### config.mk
export PLATFORM = sky130hd
export DESIGN_NAME = immediate_unit
export DESIGN_NICKNAME = d
export VERILOG_FILES = /design/src/rtl/immediate_unit.sv
export SDC_FILE = /design/constraint.sdc
export NUM_CORES = 1
export LEC_CHECK = 0
export ABC_CLOCK_PERIOD_IN_PS = 1450
export BUFFER_PORTS_ARGS = -buffer_cell sky130_fd_sc_hd__buf_2
export CAP_MARGIN = 20
export CORE_ASPECT_RATIO = 1.2
export CORE_UTILIZATION = 35
export DETAILED_ROUTE_END_ITERATION = 6
export GPL_ROUTABILITY_DRIVEN = 0
export PLACE_DENSITY = 0.67
export SLEW_MARGIN = 20
export SYNTH_ARGS = -nofsm -noshare
export SYNTH_HDL_FRONTEND = slang
export SYNTH_SLANG_ARGS = --single-unit
### constraint.sdc
create_clock -name clk_i -period 1.45 [get_ports clk_i]
set_clock_uncertainty 0.05 [all_clocks]
set_input_delay 0.29 -clock clk_i [delete_from_list [all_inputs] [get_ports clk_i]]
set_output_delay 0.29 -clock clk_i [all_outputs]
set_load 0.02 [all_outputs]
### src/rtl/immediate_unit.sv
// Immediate merge unit: builds MOVL/MOVLZ/MOVLS/MOVH results, optionally with prefix bytes.
// Latency: 1 cycle from accepted non-prefix word to valid_o; prefix words produce no output.
// Backpressure: ready_o = !valid_o || ready_i; a stalled result holds and blocks new input.
//
// Ports:
//   clk_i, rst_i        clock, synchronous active-high reset
//   valid_i / ready_o   input handshake (instWord_i, rdVal_i, prefix_i)
//   valid_o / ready_i   output handshake (immVal_o)
//   err_o               one-cycle pulse when a prefix arrives with the accumulator full
//
// Build option: define IMM_PREFIX_EN to compile in prefix accumulation. Without it
// prefix_i is ignored, every word is a plain immediate and err_o is tied low.
module immediate_unit #(
  parameter  int WORD = 16,
  localparam int INST = 16
) (
  input  logic            clk_i,
  input  logic            rst_i,
  input  logic            valid_i,
  output logic            ready_o,
  input  logic [INST-1:0] instWord_i,
  input  logic [WORD-1:0] rdVal_i,
  input  logic            prefix_i,
  output logic            valid_o,
  input  logic            ready_i,
  output logic [WORD-1:0] immVal_o,
  output logic            err_o
);

  localparam int NB = WORD / 8;
  localparam int KW = $clog2(NB);

  localparam logic [1:0] OP_MOVL  = 2'd0;
  localparam logic [1:0] OP_MOVLZ = 2'd1;
  localparam logic [1:0] OP_MOVLS = 2'd2;
  localparam logic [1:0] OP_MOVH  = 2'd3;

  logic [1:0]      op;
  logic [7:0]      imm8;
  logic            xfer;
  logic            is_pfx;
  logic [WORD-9:0] acc_q;
  logic [KW-1:0]   k_q;
  logic [WORD-1:0] res;
  logic            valid_q;
  logic [WORD-1:0] imm_q;
  logic            unused_ok;

  assign op   = instWord_i[12:11];
  assign imm8 = instWord_i[10:3];

  assign ready_o = !valid_q || ready_i;
  assign xfer    = valid_i && ready_o;

  // Only the type and imm8 fields carry meaning.
  assign unused_ok = &{1'b0, instWord_i[15:13], instWord_i[2:0], prefix_i};

`ifdef IMM_PREFIX_EN
  localparam logic [KW-1:0] KMAX = KW'(NB - 1);

  typedef enum logic {EMPTY, ACCUM} pstate_t;

  pstate_t         state_q, state_d;
  logic [WORD-9:0] acc_d;
  logic [KW-1:0]   k_d;
  logic            err_d, err_q;
  logic [WORD-1:0] shifted;

  assign is_pfx  = prefix_i;
  // Newest byte enters at the bottom; the oldest falls off the top when full.
  assign shifted = {acc_q, imm8};

  always_comb begin
    state_d = state_q;
    acc_d   = acc_q;
    k_d     = k_q;
    err_d   = 1'b0;
    if (xfer && !is_pfx) begin
      state_d = EMPTY;
      acc_d   = '0;
      k_d     = '0;
    end else if (xfer) begin
      acc_d = shifted[WORD-9:0];
      case (state_q)
        EMPTY: begin
          state_d = ACCUM;
          k_d     = KW'(1);
        end
        ACCUM: begin
          if (k_q == KMAX) begin
            err_d = 1'b1;
          end else begin
            k_d = k_q + 1'b1;
          end
        end
        default: state_d = EMPTY;
      endcase
    end
  end

  always_ff @(posedge clk_i) begin
    if (rst_i) begin
      state_q <= EMPTY;
      acc_q   <= '0;
      k_q     <= '0;
      err_q   <= 1'b0;
    end else begin
      state_q <= state_d;
      acc_q   <= acc_d;
      k_q     <= k_d;
      err_q   <= err_d;
    end
  end

  assign err_o = err_q;
`else
  assign is_pfx = 1'b0;
  assign acc_q  = '0;
  assign k_q    = '0;
  assign err_o  = 1'b0;
`endif

  function automatic logic [7:0] acc_byte(input logic [WORD-9:0] a, input int i);
    logic [WORD-9:0] t;
    t = a >> (8 * i);
    return t[7:0];
  endfunction

  // Byte-wise merge. Non-MOVH: byte 0 = imm8, bytes 1..k = prefix bytes, rest = fill.
  // MOVH shifts that layout up one byte over rdVal_i[7:0]; with k saturated the
  // oldest prefix byte lands beyond WORD and is simply not emitted.
  always_comb begin
    res = '0;
    for (int b = 0; b < NB; b++) begin
      if (op == OP_MOVH) begin
        if (b == 0) begin
          res[8*b +: 8] = rdVal_i[7:0];
        end else if (b == 1) begin
          res[8*b +: 8] = imm8;
        end else if (b <= int'(k_q) + 1) begin
          res[8*b +: 8] = acc_byte(acc_q, (b >= 2) ? b - 2 : 0);
        end else begin
          res[8*b +: 8] = rdVal_i[8*b +: 8];
        end
      end else begin
        if (b == 0) begin
          res[8*b +: 8] = imm8;
        end else if (b <= int'(k_q)) begin
          res[8*b +: 8] = acc_byte(acc_q, (b >= 1) ? b - 1 : 0);
        end else if (op == OP_MOVLZ) begin
          res[8*b +: 8] = 8'h00;
        end else if (op == OP_MOVLS) begin
          res[8*b +: 8] = 8'hFF;
        end else if (op == OP_MOVL) begin
          res[8*b +: 8] = rdVal_i[8*b +: 8];
        end else begin
          res[8*b +: 8] = 8'h00;
        end
      end
    end
  end

  // A new result may replace one draining in the same cycle, keeping valid_o high.
  always_ff @(posedge clk_i) begin
    if (rst_i) begin
      valid_q <= 1'b0;
      imm_q   <= '0;
    end else if (xfer && !is_pfx) begin
      valid_q <= 1'b1;
      imm_q   <= res;
    end else if (ready_i) begin
      valid_q <= 1'b0;
    end
  end

  assign valid_o  = valid_q;
  assign immVal_o = imm_q;

endmodule

# Yosys cells after proc, flatten, opt, wreduce, memory -nomap -nowiden
# Cells that the tools add are included.
word_totals:
  ff_bits: 17
  word_cells: 17
  out_inout_bits: 19
classes:
  n_mux: 7
  n_eq_ne: 3
  n_reduce_logical: 5
ops:
  columns: ["operator", "count"]
  rows:
  - ["$mux W8", 5]
  - ["$eq A2 B2 Y1 const B", 2]
  - ["$eq A2 B1 Y1 const B", 1]
  - ["$logic_not A2 Y1", 1]
  - ["$mux W1", 2]
  - ["$reduce_bool A2 Y1", 1]
  - ["$logic_and A1 B1 Y1", 1]
  - ["$logic_not A1 Y1", 1]
  - ["$logic_or A1 B1 Y1", 1]

# Logic depth before layout (Yosys ltp)
# Gate-level depths: netlist (run 1).
logic_depth:
  ltp_word: 5
  ltp_mapped: 6
  ltp_nobuf: 3

# Worst setup path after synthesis (run 1)
# OpenSTA, ideal clock, no wires.
synth_timing:
  path_kind: "flip-flop to flip-flop"
  from: "reg valid_q, in the netlist valid_o"
  to: "reg imm_q[8], in the netlist immVal_o[8]"
  setup_time_ns: 0.092
  synth_period_minus_slack_ns: 1.377
  path_slack_ns: 0.073
  t_arrival_ns: 1.236
  path_stages_with_launch: 7
  t_required_ns: 1.308
  path_cell_list: "dfxtp_1 nand2b_4 buf_6 and2_4 buf_6 buf_12 a311oi_4"
synth_between:
  elab_chain_len: 3
synth_lines:
  columns: ["element", "line", "source"]
  rows:
  - ["from (decl)", "45", "logic valid_q;"]
  - ["from (signal assigned)", "166", "valid_q <= 1'b0;"]
  - ["from (signal assigned)", "169", "valid_q <= 1'b1;"]
  - ["from (signal assigned)", "172", "valid_q <= 1'b0;"]
  - ["$logic_not A1 Y1", "52", "assign ready_o = !valid_q || ready_i;"]
  - ["$logic_or A1 B1 Y1", "52", null]
  - ["$logic_and A1 B1 Y1", "53", "assign xfer = valid_i && ready_o;"]
  - ["to (signal assigned)", "170", "imm_q <= res;"]
  - ["to (decl)", "46", "logic [WORD-1:0] imm_q;"]
# Every way passes these cells.
# A chain may end at the register's enable or synchronous reset.

# Worst setup path after layout (run 1)
layout_timing:
  from: "reg valid_q, in the netlist valid_o"
  to: "out ready_o"
layout_between:
  elab_chain_len: 2
layout_lines:
  columns: ["element", "line", "source"]
  rows:
  - ["$logic_not A1 Y1", "52", null]
  - ["$logic_or A1 B1 Y1", "52", null]
  - ["to (decl)", "20", "output logic ready_o,"]
# Every way passes these cells.

==> summary.txt, run 1 <==
Outcome
  – Status: completed

Die
  – Core area: 0.002354 sq mm
  – I/O pins: 56
  – Row Count: 19
  – Die height: 57.65 um
  – Die area: 0.002789 sq mm
  – Starting Density: 38.38%
  – Chip Width: 48.38 um

Clock tree
  – CTS Sinks: 17
  – CTS hold repair buffers: 0
  – Post_cts resized: 0
  – Root Driver: clkbuf_4
  – TritonCTS buffer count: 3
  – H-Tree Level Count: 1
  – CTS tree: yes
  – Clock-pin slew on the worst setup and hold paths: 0.10 ns
  – Worst skew pair latency: 0.29 ns
  – Clk buf depth: 2
  – Setup bufs post-CTS: 0

Worst setup path
  – R2R setup slack: 0.30 ns
  – Startpoint Class: register
  – Endpoint class of the critical path: primary output
  – Worst path slowest cell: dfxtp_1
  – Worst EP required: 1.11 ns
  – Critical path, cell by cell: nand2b_4, buf_2
  – Worst-path fanout max: 13
  – Slowest stage delay, CP: 0.38 ns
  – WP data arrival: 0.98 ns
  – WS Path Type: reg -> out

Route
  – Final WL: 2281 um
  – DR pass1 iterations: 6
  – Post-DR wirelength/cell: 13.26 um
  – Via count: 908
  – # DRC: 0
  – Initial drt markers: 14
  – Post-DR vias/cell: 5.279
  – Antenna viol nets, final: 0

Layout
  – Layout Nets: 179
  – # fillers: 240
  – ANT cells: 0
  – Finished Core Util: 48.11%
  – Sequential Area: 340.3 sq um
  – Synth-to-Final Area Change: 25.35%
  – Layout cell share with drive strength beyond 1: 46.10%
  – Multi-input combinational cell area: 469.2 sq um

STA
  – Fmax: 757.1 MHz
  – Final Max Slew Viols: 0
  – RSZ-0062 raised after global routing: false
  – Fin crit period: 1.321 ns
  – Setup violators final: 0
  – Final hold violations: 0
  – Fin crit share: 91.10%
  – Setup TNS: 0 ns

GRT
  – Number of antenna violations at the first check in global routing: 0
  – Pin count of the biggest net entering global routing: 18
  – Number of global-route vias before repair: 910
  – Total grt overflow: 0
  – GR Util All Layers: 17.45%
  – First-pass GRT wire length: 3822 um

Synthesis
  – Post-Synth Adder-Cell Area: 0%
  – Number of synthesized register bits: 17
  – Syn. warnings: 0
  – Mapped Avg Cell Area: 9.034 sq um
  – Largest family of logic cells by synthesized area: compound AO/OA/AOI/OAI gates
  – Register area share after synthesis: 37.67%
  – Simple-gate share of the synthesized area: 13.99%
  – Synth Area in XOR/XNOR: 0%
  – Synth Area in Compound Gates: 37.53%
  – Syn_nets: 137
  – Cells after synthesis: 100
  – Synth Cell Area: 903.4 sq um
  – Count of cell types in the netlist: 18
  – Mux cell area share after synthesis: 0%

Min path
  – Hold Path Class: in -> reg

Pwr
  – Final Total Pwr: 1.065 mW
  – P_leak: 0.5055 nW
  – Worst vdd ir: 0.5051 mV
  – Power Dens Cells: 940.9 mW/mm^2

Place
  – HPWL Detailed: 1724 um
  – IO Port Bufs: 47

Job
  – Max Cap Violations: 0
through the flow:
stage               setup WS [ns]  cells  hold slack (ns)  area [sq um]
detailed placement         0.1482    168           0.4603          1106
finish                     0.1291    172           0.2328          1132
floorplan                 0.07250    100           0.4035         903.4
CTS                        0.1172    172           0.2144          1132
global placement           0.1734    168           0.4594          1106
global route              0.06006    172           0.2327          1132
sequential cells by signal, indices dropped and copies added, names as in the netlist:
register,cells
immVal_o,16
valid_o,1
logic make-up (layout without fill, tap and decap cells):
logic type | count (synthesis) | in the layout
AOI/OAI and AO/OA | 41 | 41
buffers and inverters | 14 | 55
DFF | 17 | 17
other | 1 | 1
and+or+nand+nor | 27 | 27
layout make-up:
type	count	share of cell area, %
multi-input combinational	69	41.44
sequential	17	30.06
timing repair buffer	49	22.10
tap	31	3.425
clock buffer	4	2.320
inverter	2	0.6630
critical path, delay by kind of cell, from the launching register on:
kind	cells	cell delay [ns]
buffers and inverters	1	0.18
flip-flops	1	0.38
AND/OR/NAND/NOR	1	0.13
layer usage:
metal | global-route usage [%] | wire (um) | part of all wire, % | vias up
li1 | - | - | - | 448
met2 | 32.60 | 1233 | 54 | 34
met5 | 0 | 0 | 0 | -
met1 | 20.10 | 892 | 39 | 424
met4 | 7.563 | 27 | 1.2 | 0
met3 | 2.100 | 127 | 5.6 | 2
layout by cell type (no fill, tap or decap), drive strengths merged, types with 2 or more instances in the layout:
| cell | n |
|---|---|
| nand3 | 8 |
| nand2 | 17 |
| o21ai | 8 |
| a21oi | 17 |
| clkbuf | 4 |
| inv | 2 |
| a311oi | 16 |
| buf | 49 |
| dfxtp | 17 |
power breakdown:
part,internal [mW],switching (mW)
Sequential,0.505,0.0203
Clock,0.107,0.142
Combinational,0.114,0.177
synth_stat cells:
master	number	area, sq um
buf_12	1	20.02
a311oi_4	1	26.28
buf_2	5	25.02
a21oi_1	17	85.08
nand2b_4	1	13.76
and2_4	1	8.760
nand3_1	8	40.04
a311oi_1	6	52.55
buf_4	1	7.510
a311oi_2	9	135.1
conb_1	1	3.750
inv_2	1	3.750
o21ai_0	8	40.04
nand2_1	17	63.81
dfxtp_1	17	340.3
inv_1	1	3.750
buf_6	2	22.52
clkbuf_1	3	11.26
path summary, 6_finish.rpt:
check	end	cells past startpoint	from
worst min-delay path	immVal_o[7]	3	instWord_i[10]
worst min register to register	immVal_o[6]	2	immVal_o[6]
worst max register to register	immVal_o[2]	3	valid_o
worst max-delay path	ready_o	2	valid_o
(Power assumes the default switching activity.)
==> run 2, diff against run 1 <==
Settings changed: MAX_ROUTING_LAYER set to met4.
==> summary.txt, run 2 (synthesized netlist as in run 1, its figures left out) <==
Layout
  – Post-route cell area: 0.001132 sq mm (unchanged)
  – Layout cell share with drive strength beyond 1: 46.10% (unchanged)
  – Layout Nets: 179 (unchanged)
  – Most frequent cells in the layout: 47 x buf_2, 17 x nand2_1, 17 x a21oi_1, 17 x dfxtp_1, 9 x a311oi_2
  – ANT cells: 0 (unchanged)
  – Finished Core Util: 48.11% (unchanged)
  – Non-Filler Instances: 172 (unchanged)
  – Commonest non-fill, non-tap cell in the layout: buf_2
  – Number of flip-flops under the largest register name: 16 (unchanged)
  – Synth-to-Final Area Change: 25.35% (unchanged)
  – # fillers: 240 (unchanged)

Worst setup path
  – WS Path Type: reg -> out
  – Worst-path fanout max: 13 (unchanged)
  – Critical path, cell by cell: nand2b_4, buf_2
  – R2R Path Start: valid_o
  – Endpoint class of the critical path: primary output
  – WP data arrival: 0.98 ns (about the same)
  – Buf/Inv on CP: 1 (unchanged)
  – R2R setup slack: 0.30 ns (about the same)
  – Startpoint Class: register
  – Critical path's top delay family: flip-flops
  – Worst path slowest cell: dfxtp_1
  – Slowest stage delay, CP: 0.38 ns (about the same)
  – Critical path launch point: valid_o
  – Worst EP required: 1.11 ns (about the same)

Place
  – DP Cell Count: 168 (unchanged)
  – Post-DP Area: 0.001106 sq mm (unchanged)
  – HPWL Detailed: 1724 um (unchanged)
  – IO Port Bufs: 47 (unchanged)

GRT
  – Pin count of the biggest net entering global routing: 18 (unchanged)
  – Number of antenna violations at the first check in global routing: 0 (unchanged)
  – Total grt overflow: 0 (unchanged)
  – Number of global-route vias before repair: 910 (unchanged)
  – GR Util All Layers: 18.00% (+0.55 points)
  – First-pass GRT wire length: 3836 um (+0.37%)

Clock tree
  – Worst skew pair latency: 0.28 ns (about the same)
  – Root Driver: clkbuf_4
  – TritonCTS buffer count: 3 (unchanged)
  – H-Tree Level Count: 1 (unchanged)
  – Post_cts resized: 0 (unchanged)
  – CTS hold repair buffers: 0 (unchanged)
  – CTS Sinks: 17 (unchanged)
  – Setup bufs post-CTS: 0 (unchanged)
  – CTS tree: yes
  – Clock-pin slew on the worst setup and hold paths: 0.10 ns (about the same)
  – Clk buf depth: 2 (unchanged)

Route
  – Post-DR wirelength/cell: 13.17 um (-0.70%)
  – Post-Route M1 WL: 850 um (-4.7%)
  – Uppermost layer routed: met4
  – # DRC: 0 (unchanged)
  – DR pass1 iterations: 4 (-2)
  – DR WL met2: 1242 um (+0.73%)
  – Antenna viol nets, final: 0 (unchanged)
  – DR WL met3: 144 um (+13%)
  – Final WL: 2265 um (-0.70%)
  – Via count: 907 (-0.11%)
  – Post-DR vias/cell: 5.273 (-0.11%)
  – Initial drt markers: 19 (+5)

Die
  – I/O pins: 56 (unchanged)
  – Chip Width: 48.38 um (unchanged)
  – Die height: 57.65 um (unchanged)
  – Starting Density: 38.38% (unchanged)
  – Die area: 0.002789 sq mm (unchanged)
  – Row Count: 19 (unchanged)
  – Core area: 0.002354 sq mm (unchanged)

STA
  – RSZ-0062 raised after global routing: false
  – Fin crit period: 1.318 ns (-0.002585 ns)
  – Fmax: 758.5 MHz (+0.20%)
  – Setup TNS: 0 ns (unchanged)
  – Final hold violations: 0 (unchanged)
  – Fin crit share: 90.92% (-0.18 points)
  – Setup violators final: 0 (unchanged)
  – Final Max Slew Viols: 0 (unchanged)

Pwr
  – Final Total Pwr: 1.066 mW (about the same)
  – Worst vdd ir: 0.5096 mV (+0.89%)
  – Power Dens Cells: 941.7 mW/mm^2 (about the same)
  – P_leak: 0.5055 nW (unchanged)

Job
  – Max Cap Violations: 0 (unchanged)

Outcome
  – Status: completed

Min path
  – Hold Path Class: in -> reg
  – HP Start: instWord_i[10]
-- run 2: cell type report --
cell class	instances	area (sq um)	area share, %
multi-input combinational	69	469.2	41.44
sequential	17	340.3	30.06
timing repair buffer	49	250.2	22.10
tap	31	38.79	3.425
clock buffer	4	26.28	2.320
inverter	2	7.507	0.6630
-- run 2: path summary, 6_finish.rpt --
kind              cells after the start     endpoint
setup reg to reg                      3  immVal_o[3]
hold / removal                        3  immVal_o[7]
setup / recovery                      2      ready_o
hold reg to reg                       2  immVal_o[6]
-- run 2: worst register-to-register path: cells and delay by family, from the launching register on --
family,cells,cell delay [ns]
and+or+nand+nor,2,0.40
AOI/OAI and AO/OA,1,0.24
DFF,1,0.38
-- run 2: power by group --
| group | total (mW) | switching, mW | internal, mW |
|---|---|---|---|
| Sequential | 0.525 | 0.0200 | 0.505 |
| Combinational | 0.290 | 0.176 | 0.114 |
| Clock | 0.251 | 0.144 | 0.107 |
| Total | 1.07 | 0.340 | 0.726 |
-- run 2: metal layers --
layer,up-vias,track usage (%)
met5,-,-
met3,2,1.837
li1,449,-
met1,417,20.10
met2,39,32.80
met4,0,7.563
-- run 2: through the flow --
| stage | hold WS [ns] | worst slack, ns |
|---|---|---|
| 6_report | 0.2287 | 0.1317 |
| 5_1_grt | 0.2327 | 0.06006 |
| 4_1_cts | 0.2144 | 0.1172 |
| 3_5_place_dp | 0.4603 | 0.1482 |
| 3_3_place_gp | 0.4594 | 0.1734 |
| 2_1_floorplan | 0.4035 | 0.07250 |
